===== config.mk =====
export PLATFORM = sky130hd
export DESIGN_NAME = baud_gen_frac
export DESIGN_NICKNAME = d
export VERILOG_FILES = /design/src/rtl/baud_gen_frac.sv
export SDC_FILE = /design/constraint.sdc
export NUM_CORES = 1
export LEC_CHECK = 0
export ABC_AREA = 1
export CORE_MARGIN = 5
export CORE_UTILIZATION = 55
export DETAILED_ROUTE_END_ITERATION = 12
export PLACE_DENSITY = 0.75
export SLEW_MARGIN = 0
export SYNTH_ARGS = -nofsm -noshare
export SYNTH_HDL_FRONTEND = slang
export SYNTH_SLANG_ARGS = --single-unit

===== constraint.sdc =====
create_clock -name clk_in -period 5 [get_ports clk_in]
set_clock_uncertainty 0.05 [all_clocks]
set_input_delay 1 -clock clk_in [delete_from_list [all_inputs] [get_ports clk_in]]
set_output_delay 1 -clock clk_in [all_outputs]
set_load 0.01 [all_outputs]

===== src/rtl/baud_gen_frac.sv =====
// Fractional-N baud generator.
// A phase accumulator overflows at OVERSAMPLE x baud. Each overflow advances the
// oversample counter, which produces the mid-bit tick, the bit-boundary tick and
// a 50%-duty clk_out. A new increment can be loaded at runtime through
// valid/ready. While running, a new increment is held back until the next bit
// boundary so the current bit is never stretched or shortened.
//
// state | meaning
// ------+---------------------------------------------------------------
// IDLE  | en_in low; an accepted increment is applied on the next edge
// RUN   | generating ticks; an accepted increment is parked in inc_pend
// PEND  | waiting for a bit boundary (or resync) to apply inc_pend
module baud_gen_frac #(
  parameter int          ACC_W       = 24,
  parameter int          OVERSAMPLE  = 16,
  parameter int unsigned DEFAULT_INC = 309238
) (
  input  logic             clk_in,
  input  logic             rst_n_in,
  input  logic             en_in,
  input  logic             resync_in,
  input  logic [ACC_W-1:0] inc_in,
  input  logic             cfg_valid_in,
  output logic             cfg_ready_out,
  output logic             cfg_err_out,
  output logic             tick_os_out,
  output logic             tick_mid_out,
  output logic             tick_baud_out,
  output logic             clk_out
);

  localparam int              OS_W    = $clog2(OVERSAMPLE);
  localparam logic [OS_W-1:0] OS_HALF = OS_W'(OVERSAMPLE / 2);
  localparam logic [OS_W-1:0] OS_LAST = OS_W'(OVERSAMPLE - 1);

  typedef enum logic [1:0] {
    S_IDLE = 2'd0,
    S_RUN  = 2'd1,
    S_PEND = 2'd2
  } state_t;

  state_t             state_q, state_d;
  logic [ACC_W-1:0]   acc_q;
  logic [OS_W-1:0]    os_cnt_q;
  logic [ACC_W-1:0]   inc_act_q, inc_act_d;
  logic [ACC_W-1:0]   inc_pend_q, inc_pend_d;
  logic               err_q;

  logic [ACC_W:0]     sum;
  logic               carry;
  logic [OS_W-1:0]    os_next;
  logic               step;
  logic               bit_edge;
  logic               accept;
  logic               inc_ok;
  logic               inc_zero;

  assign cfg_ready_out = (state_q != S_PEND);
  assign cfg_err_out   = err_q;

  // Phase step, carry and the handshake qualifiers shared by FSM and datapath.
  always_comb begin
    sum      = {1'b0, acc_q} + {1'b0, inc_act_q};
    carry    = sum[ACC_W];
    os_next  = os_cnt_q + 1'b1;
    step     = en_in & ~resync_in;
    // The edge that produces tick_baud_out; it still runs on the old increment.
    bit_edge = step & carry & (os_cnt_q == OS_LAST);
    accept   = cfg_valid_in & cfg_ready_out;
    inc_zero = (inc_in == '0);
    inc_ok   = accept & ~inc_zero;
  end

  // Config FSM: next state and increment bookkeeping.
  always_comb begin
    state_d    = state_q;
    inc_act_d  = inc_act_q;
    inc_pend_d = inc_pend_q;
    case (state_q)
      S_IDLE: begin
        if (inc_ok) inc_act_d = inc_in;
        if (en_in) state_d = S_RUN;
      end
      S_RUN: begin
        if (inc_ok) begin
          // A resync or a drop to IDLE on the same edge is a safe point to apply at once.
          if (resync_in || !en_in) begin
            inc_act_d = inc_in;
          end else begin
            inc_pend_d = inc_in;
            state_d    = S_PEND;
          end
        end
        if (!en_in) state_d = S_IDLE;
      end
      S_PEND: begin
        if (!en_in || resync_in || bit_edge) begin
          inc_act_d = inc_pend_q;
          state_d   = en_in ? S_RUN : S_IDLE;
        end
      end
      default: state_d = S_IDLE;
    endcase
  end

  // Config state, active/pending increments and the reject pulse.
  always_ff @(posedge clk_in or negedge rst_n_in) begin
    if (!rst_n_in) begin
      state_q    <= S_IDLE;
      inc_act_q  <= ACC_W'(DEFAULT_INC);
      inc_pend_q <= '0;
      err_q      <= 1'b0;
    end else begin
      state_q    <= state_d;
      inc_act_q  <= inc_act_d;
      inc_pend_q <= inc_pend_d;
      err_q      <= accept & inc_zero;
    end
  end

  // Phase accumulator, oversample counter, ticks and clk_out.
  always_ff @(posedge clk_in or negedge rst_n_in) begin
    if (!rst_n_in) begin
      acc_q         <= '0;
      os_cnt_q      <= '0;
      tick_os_out   <= 1'b0;
      tick_mid_out  <= 1'b0;
      tick_baud_out <= 1'b0;
      clk_out       <= 1'b0;
    end else if (resync_in) begin
      acc_q         <= '0;
      os_cnt_q      <= '0;
      tick_os_out   <= 1'b0;
      tick_mid_out  <= 1'b0;
      tick_baud_out <= 1'b0;
      clk_out       <= 1'b1;
    end else if (en_in) begin
      acc_q         <= sum[ACC_W-1:0];
      tick_os_out   <= carry;
      tick_mid_out  <= carry & (os_next == OS_HALF);
      tick_baud_out <= carry & (os_next == '0);
      if (carry) begin
        os_cnt_q <= os_next;
        if (os_next == '0) begin
          clk_out <= 1'b1;
        end else if (os_next == OS_HALF) begin
          clk_out <= 1'b0;
        end
      end
    end else begin
      tick_os_out   <= 1'b0;
      tick_mid_out  <= 1'b0;
      tick_baud_out <= 1'b0;
    end
  end

endmodule


After elaboration in Yosys (flattened, before gate mapping) --
Index checks and enable logic that the tools add are counted.
Cells by class: bitwise logic cells 11, multiplexer cells 28, reductions and logical operators 15, add/subtract/negate cells 2, equality and inequality tests 12
Operators by type and width (number):
- $mux 24 | 6
- $pmux 24 s3 | 1
- $add 24x24->25 | 1
- $logic_not 24->1 | 1
- $mux 1 | 12
- $mux 4 | 3
- $ne 2x2->1 const B | 6
- $mux 2 | 5
- $and 1x1->1 | 8
- $eq 4x4->1 const B | 2
- $ne 3x3->1 const B | 2
- $pmux 2 s3 | 1
- $reduce_and 3->1 | 2
- $reduce_bool 3->1 | 2
- $reduce_and 5->1 | 1
- $add 4x1->4 const B | 1
- $logic_not 4->1 | 1
- $reduce_and 4->1 | 1
- $reduce_bool 2->1 | 2
- $not 1->1 | 3
- $eq 2x1->1 const B | 1
- $eq 2x2->1 const B | 1
- $logic_not 2->1 | 1
- $logic_or 1x1->1 | 2
- 2 further kinds | 2
Word-level totals: bits of input ports 29, register bits 83

Depth between registers and ports, before layout --
depth in word-level cells 7, depth in mapped cells 16, depth with buffers taken out 15

Worst setup path before layout --
Ideal clock, no wire load.
kind in2reg, from input port en_in, to register inc_act_q[3], slack 2.868 ns, stages 9, path buffers 2, library setup time 0.116 ns, data required time 4.834 ns, arrival 1.965 ns, cell sequence inv_1 > nor2_2 > buf_6 > o21a_1 > a21oi_4 > nand2_4 > buf_6 > nand2_1 > nand2_1
On the way: word-level cells in the longest chain between the ends 6, elaborated cells between the ends (all ways) 9
Ends and longest elaborated chain:
- start, declared | RTL line 20 | input logic en_in,
- $and 1x1->1 | RTL line 66 | step = en_in & ~resync_in;
- $and 1x1->1 (2 in a row) | RTL line 68 | bit_edge = step & carry & (os_cnt_q == OS_LAST);
- $logic_or 1x1->1 | RTL line 97 | if (!en_in || resync_in || bit_edge) begin
- $ne 2x2->1 (no line)
- $reduce_and 5->1 (no line) *
- end signal, assigned | RTL line 110 | inc_act_q <= ACC_W'(DEFAULT_INC);
- end signal, assigned | RTL line 115 | inc_act_q <= inc_act_d;
- end, declared | RTL line 45 | logic [ACC_W-1:0] inc_act_q, inc_act_d;
Mark *: on every way between the ends. The rest lies on a longest branch, timed or not. A chain may end at the register's enable or synchronous reset.

Worst setup path in the final report --
from register state_q[1], to output port cfg_ready_out
On the way: word-level cells in the longest chain between the ends 1
Ends and longest elaborated chain:
- start, declared | RTL line 42 | state_t state_q, state_d;
- start signal, assigned | RTL line 114 | state_q <= state_d;
- $ne 2x2->1 | RTL line 58 | assign cfg_ready_out = (state_q != S_PEND);
- end, declared | RTL line 24 | output logic cfg_ready_out,
Every way passes these cells.

==> results by group <==
Die
  – Die height: 107 um
  – Area of the core: ~9000 um2
  – Rows: 35
  – I/O pin count: 35
  – Die Span X: 107 um
  – DIE AREA: 11,400 um2
  – Starting Density: 56.3%

Routing
  – Vias/cell: 5.41
  – First DRT Iteration DRCs: 292
  – Vias: 4,712
  – Drc violations: 0
  – Avg WL per Cell: 13.9 um
  – Antenna Violating Nets Remaining: 0
  – Drt total wl: 12.1 mm
  – Detailed Routing Iterations Pass 1: 5

Placed design
  – GP Congestion: 0.956
  – Pre-CTS setup slack: 1680 ps
  – Post-Place Cells: 855
  – Post-detail-place hpwl: slightly above 9 mm
  – IO Port Bufs: 34
  – Placement Cell Area: 5560 um2

Synth
  – Net count after synthesis: around 780
  – Post-synthesis register bit count: 83
  – Mean Syn Cell Area: a little over 7 um2
  – Mapped Cells: approximately 730
  – Synth Warn #: 0
  – Mapped cell area: 5170 um2
  – Cell variety after synth: 35
  – Seq/Total Area, Yosys: 40.4%

GRT
  – Largest net degree at the start of global routing: 84
  – GRT Util Overall: about 23%
  – First-pass GRT wire length: 20.9 mm
  – Vias in the first global route: 4,567
  – Initial antenna violation count: 0
  – Congestion Overflow GR: 0

Setup path
  – Crit path kind: flip-flop to output port
  – Worst-path maximum fanout: 19
  – CP endpoint kind: output port
  – CP Launch Type: flip-flop
  – CP Data Arrival Time: 2120 ps
  – Required @ worst endpoint: 3950 ps

Clocking
  – CTS resizes: 0
  – Clock Latency Late Sink: ~360 ps
  – CTS Buf Count: 9
  – CTS Buffer Depth: 2
  – Root Buffer: clkbuf_8
  – # Post-CTS Setup Buffers: 0
  – CTS sink cnt: 83
  – CTS tree: done
  – Post-CTS Hold Buffers: 0
  – Clk slew on worst S/H paths: 90 ps
  – CTS H-Tree Depth: 3

Final layout
  – Filler Cells Inserted: 859
  – N_diodes: 0
  – Fin area: 5760 um2
  – Share of layout cells above drive strength 1: 6.58%
  – Synth-to-layout area growth: 11.3%
  – Post-Layout Cell Count: ~870
  – Final nets: roughly 800

Timing
  – Fin crit share: 63.5%
  – Slew Limit Fails: 0
  – Final WS setup: 1830 ps
  – Worst Tran Pin Value: 1020 ps
  – Final setup violating endpoints: 0
  – Top achievable clock speed: 315 MHz
  – Final hold vios: 0
  – Setup TNS Final: 0 ps
  – RSZ-0062 raised after global routing: false
  – Slew HR: 31.7%
  – Period minus WS final: 3170 ps

Power and ir drop
  – VDD IR-drop max: ~0.23 mV
  – Pwr/cell area: 468 nW/um2
  – Leakage: 0.00299 uW

Run
  – Maxcap violations: 0

Min path
  – Min-delay worst type: flip-flop to flip-flop

Outcome
  – Status: finished, final reports clean
## sequential cells by signal, summed over array words and instances (netlist names)
name and cells:
inc_act_q 24, os_cnt_q 4, inc_pend_q 24, tick_mid_out 1, state_q 2, clk_out 1, cfg_err_out 1, tick_baud_out 1
acc_q 24, tick_os_out 1
## logic make-up (layout without fill, tap and decap cells)
logic type                 after synthesis  count (layout)  synth area share (%)
AOI/OAI and AO/OA                      124             124                  12.8
DFF                                     83              83                  40.4
buffers and inverters                  102             135                  8.17
and+or+nand+nor                        389             389                  31.7
adders and majority gates               26              26                  6.43
xor gates and xnor gates                 3               3                 0.508
## critical path, cell delays in order (launching register included)
cell             delay, ps
dfrtp_1                420
inv_1                  120
nor2_2                 490
inv_1                  190
clkdlybuf4s50_1        530
## per-stage QoR
step	hold slack [ps]	total power, uW	utilization, %
final	428	2700	62.7
after global routing	440	2930	62.7
after CTS	428	2690	62.7
after detailed placement	414	2190	60.5
after global placement	406	2150	60.5
after floorplan	394	1900	-
## power breakdown
part | switching (uW) | leakage [uW] | total, uW | internal (uW)
clock network | 264 | 0.0000910 | 500 | 236
logic | 711 | 0.00186 | 1100 | 393
registers | 164 | 0.00104 | 1090 | 928
total | 1140 | 0.00299 | 2700 | 1560
## cell type report
cell class	count	area (um2)	area share, %
Inverter	82	308	5.34
Timing Repair Buffer	37	360	6.25
Sequential cell	83	2090	36.3
Multi-Input combinational cell	542	2660	46.2
Clock buffer	10	128	2.21
Tap cell	111	139	2.41
Clock inverter	6	72.6	1.26
## Yosys cell counts
| master | n | area share, % |
|---|---|---|
| a21oi_1 | 36 | 3.5 |
| a21oi_2 | 1 | 0.17 |
| a21oi_4 | 1 | 0.31 |
| a22o_1 | 1 | 0.17 |
| a31oi_1 | 1 | 0.12 |
| a32o_1 | 1 | 0.19 |
| and2_1 | 3 | 0.36 |
| and3_1 | 1 | 0.12 |
| buf_2 | 5 | 0.48 |
| buf_4 | 1 | 0.15 |
| buf_6 | 4 | 0.87 |
| clkbuf_1 | 10 | 0.73 |
| dfrtp_1 | 70 | 34 |
| dfstp_2 | 13 | 6.6 |
| fa_1 | 1 | 0.39 |
| ha_1 | 25 | 6.0 |
| inv_1 | 81 | 5.9 |
| inv_2 | 1 | 0.072 |
| nand2_1 | 253 | 18 |
| nand2_2 | 6 | 0.73 |
| nand2_4 | 2 | 0.44 |
| nand3_1 | 55 | 5.3 |
| nand3_2 | 1 | 0.19 |
| nand3b_1 | 1 | 0.15 |
| nand4_1 | 16 | 1.9 |
| nor2_1 | 40 | 2.9 |
| nor2_2 | 4 | 0.48 |
| nor3_1 | 6 | 0.58 |
| o21a_1 | 1 | 0.15 |
| o21ai_0 | 70 | 6.8 |
| o21ai_1 | 7 | 0.68 |
| o21bai_1 | 4 | 0.58 |
| o31ai_1 | 1 | 0.15 |
| or2_2 | 1 | 0.12 |
| xor2_1 | 3 | 0.51 |
## per-layer routing
metal,track usage [%],vias up,share of wire (%)
li1,-,2409,-
met1,33.0,2150,48
met2,34.5,132,44
met3,3.01,21,5.6
met4,7.85,0,2.4
met5,0,-,0
## placed cells by master, fill, tap and decap left out, types with 4 or more instances in the layout
cell	count
buf_4	4
o21ai_1	7
nand4_1	16
nand3_1	55
nor2_1	39
a21oi_1	36
ha_1	25
nor3_1	6
inv_1	81
dfrtp_1	70
nand2_2	6
o21ai_0	70
clkdlybuf4s50_1	33
nor2_2	5
o21bai_1	4
nand2_1	253
dfstp_2	13
clkbuf_8	9
## final timing paths
check                                         startpoint                    endpoint  slack (ps)  cells past startpoint
worst min register to register  inc_act_q[1]$_DFFE_PN1P_    inc_act_q[1]$_DFFE_PN1P_         430                      2
worst min-delay path            inc_act_q[1]$_DFFE_PN1P_    inc_act_q[1]$_DFFE_PN1P_         430                      2
worst max register to register      acc_q[0]$_DFFE_PN0P_   inc_act_q[14]$_DFFE_PN0P_        2290                     15
max in group asynchronous                       rst_n_in  inc_pend_q[14]$_DFFE_PN0P_        3490                      1
worst max-delay path              state_q[1]$_DFFE_PN0P_               cfg_ready_out        1830                      4
min in group asynchronous                       rst_n_in       acc_q[23]$_DFFE_PN0P_         740                      1
(Power assumes the default switching activity.)
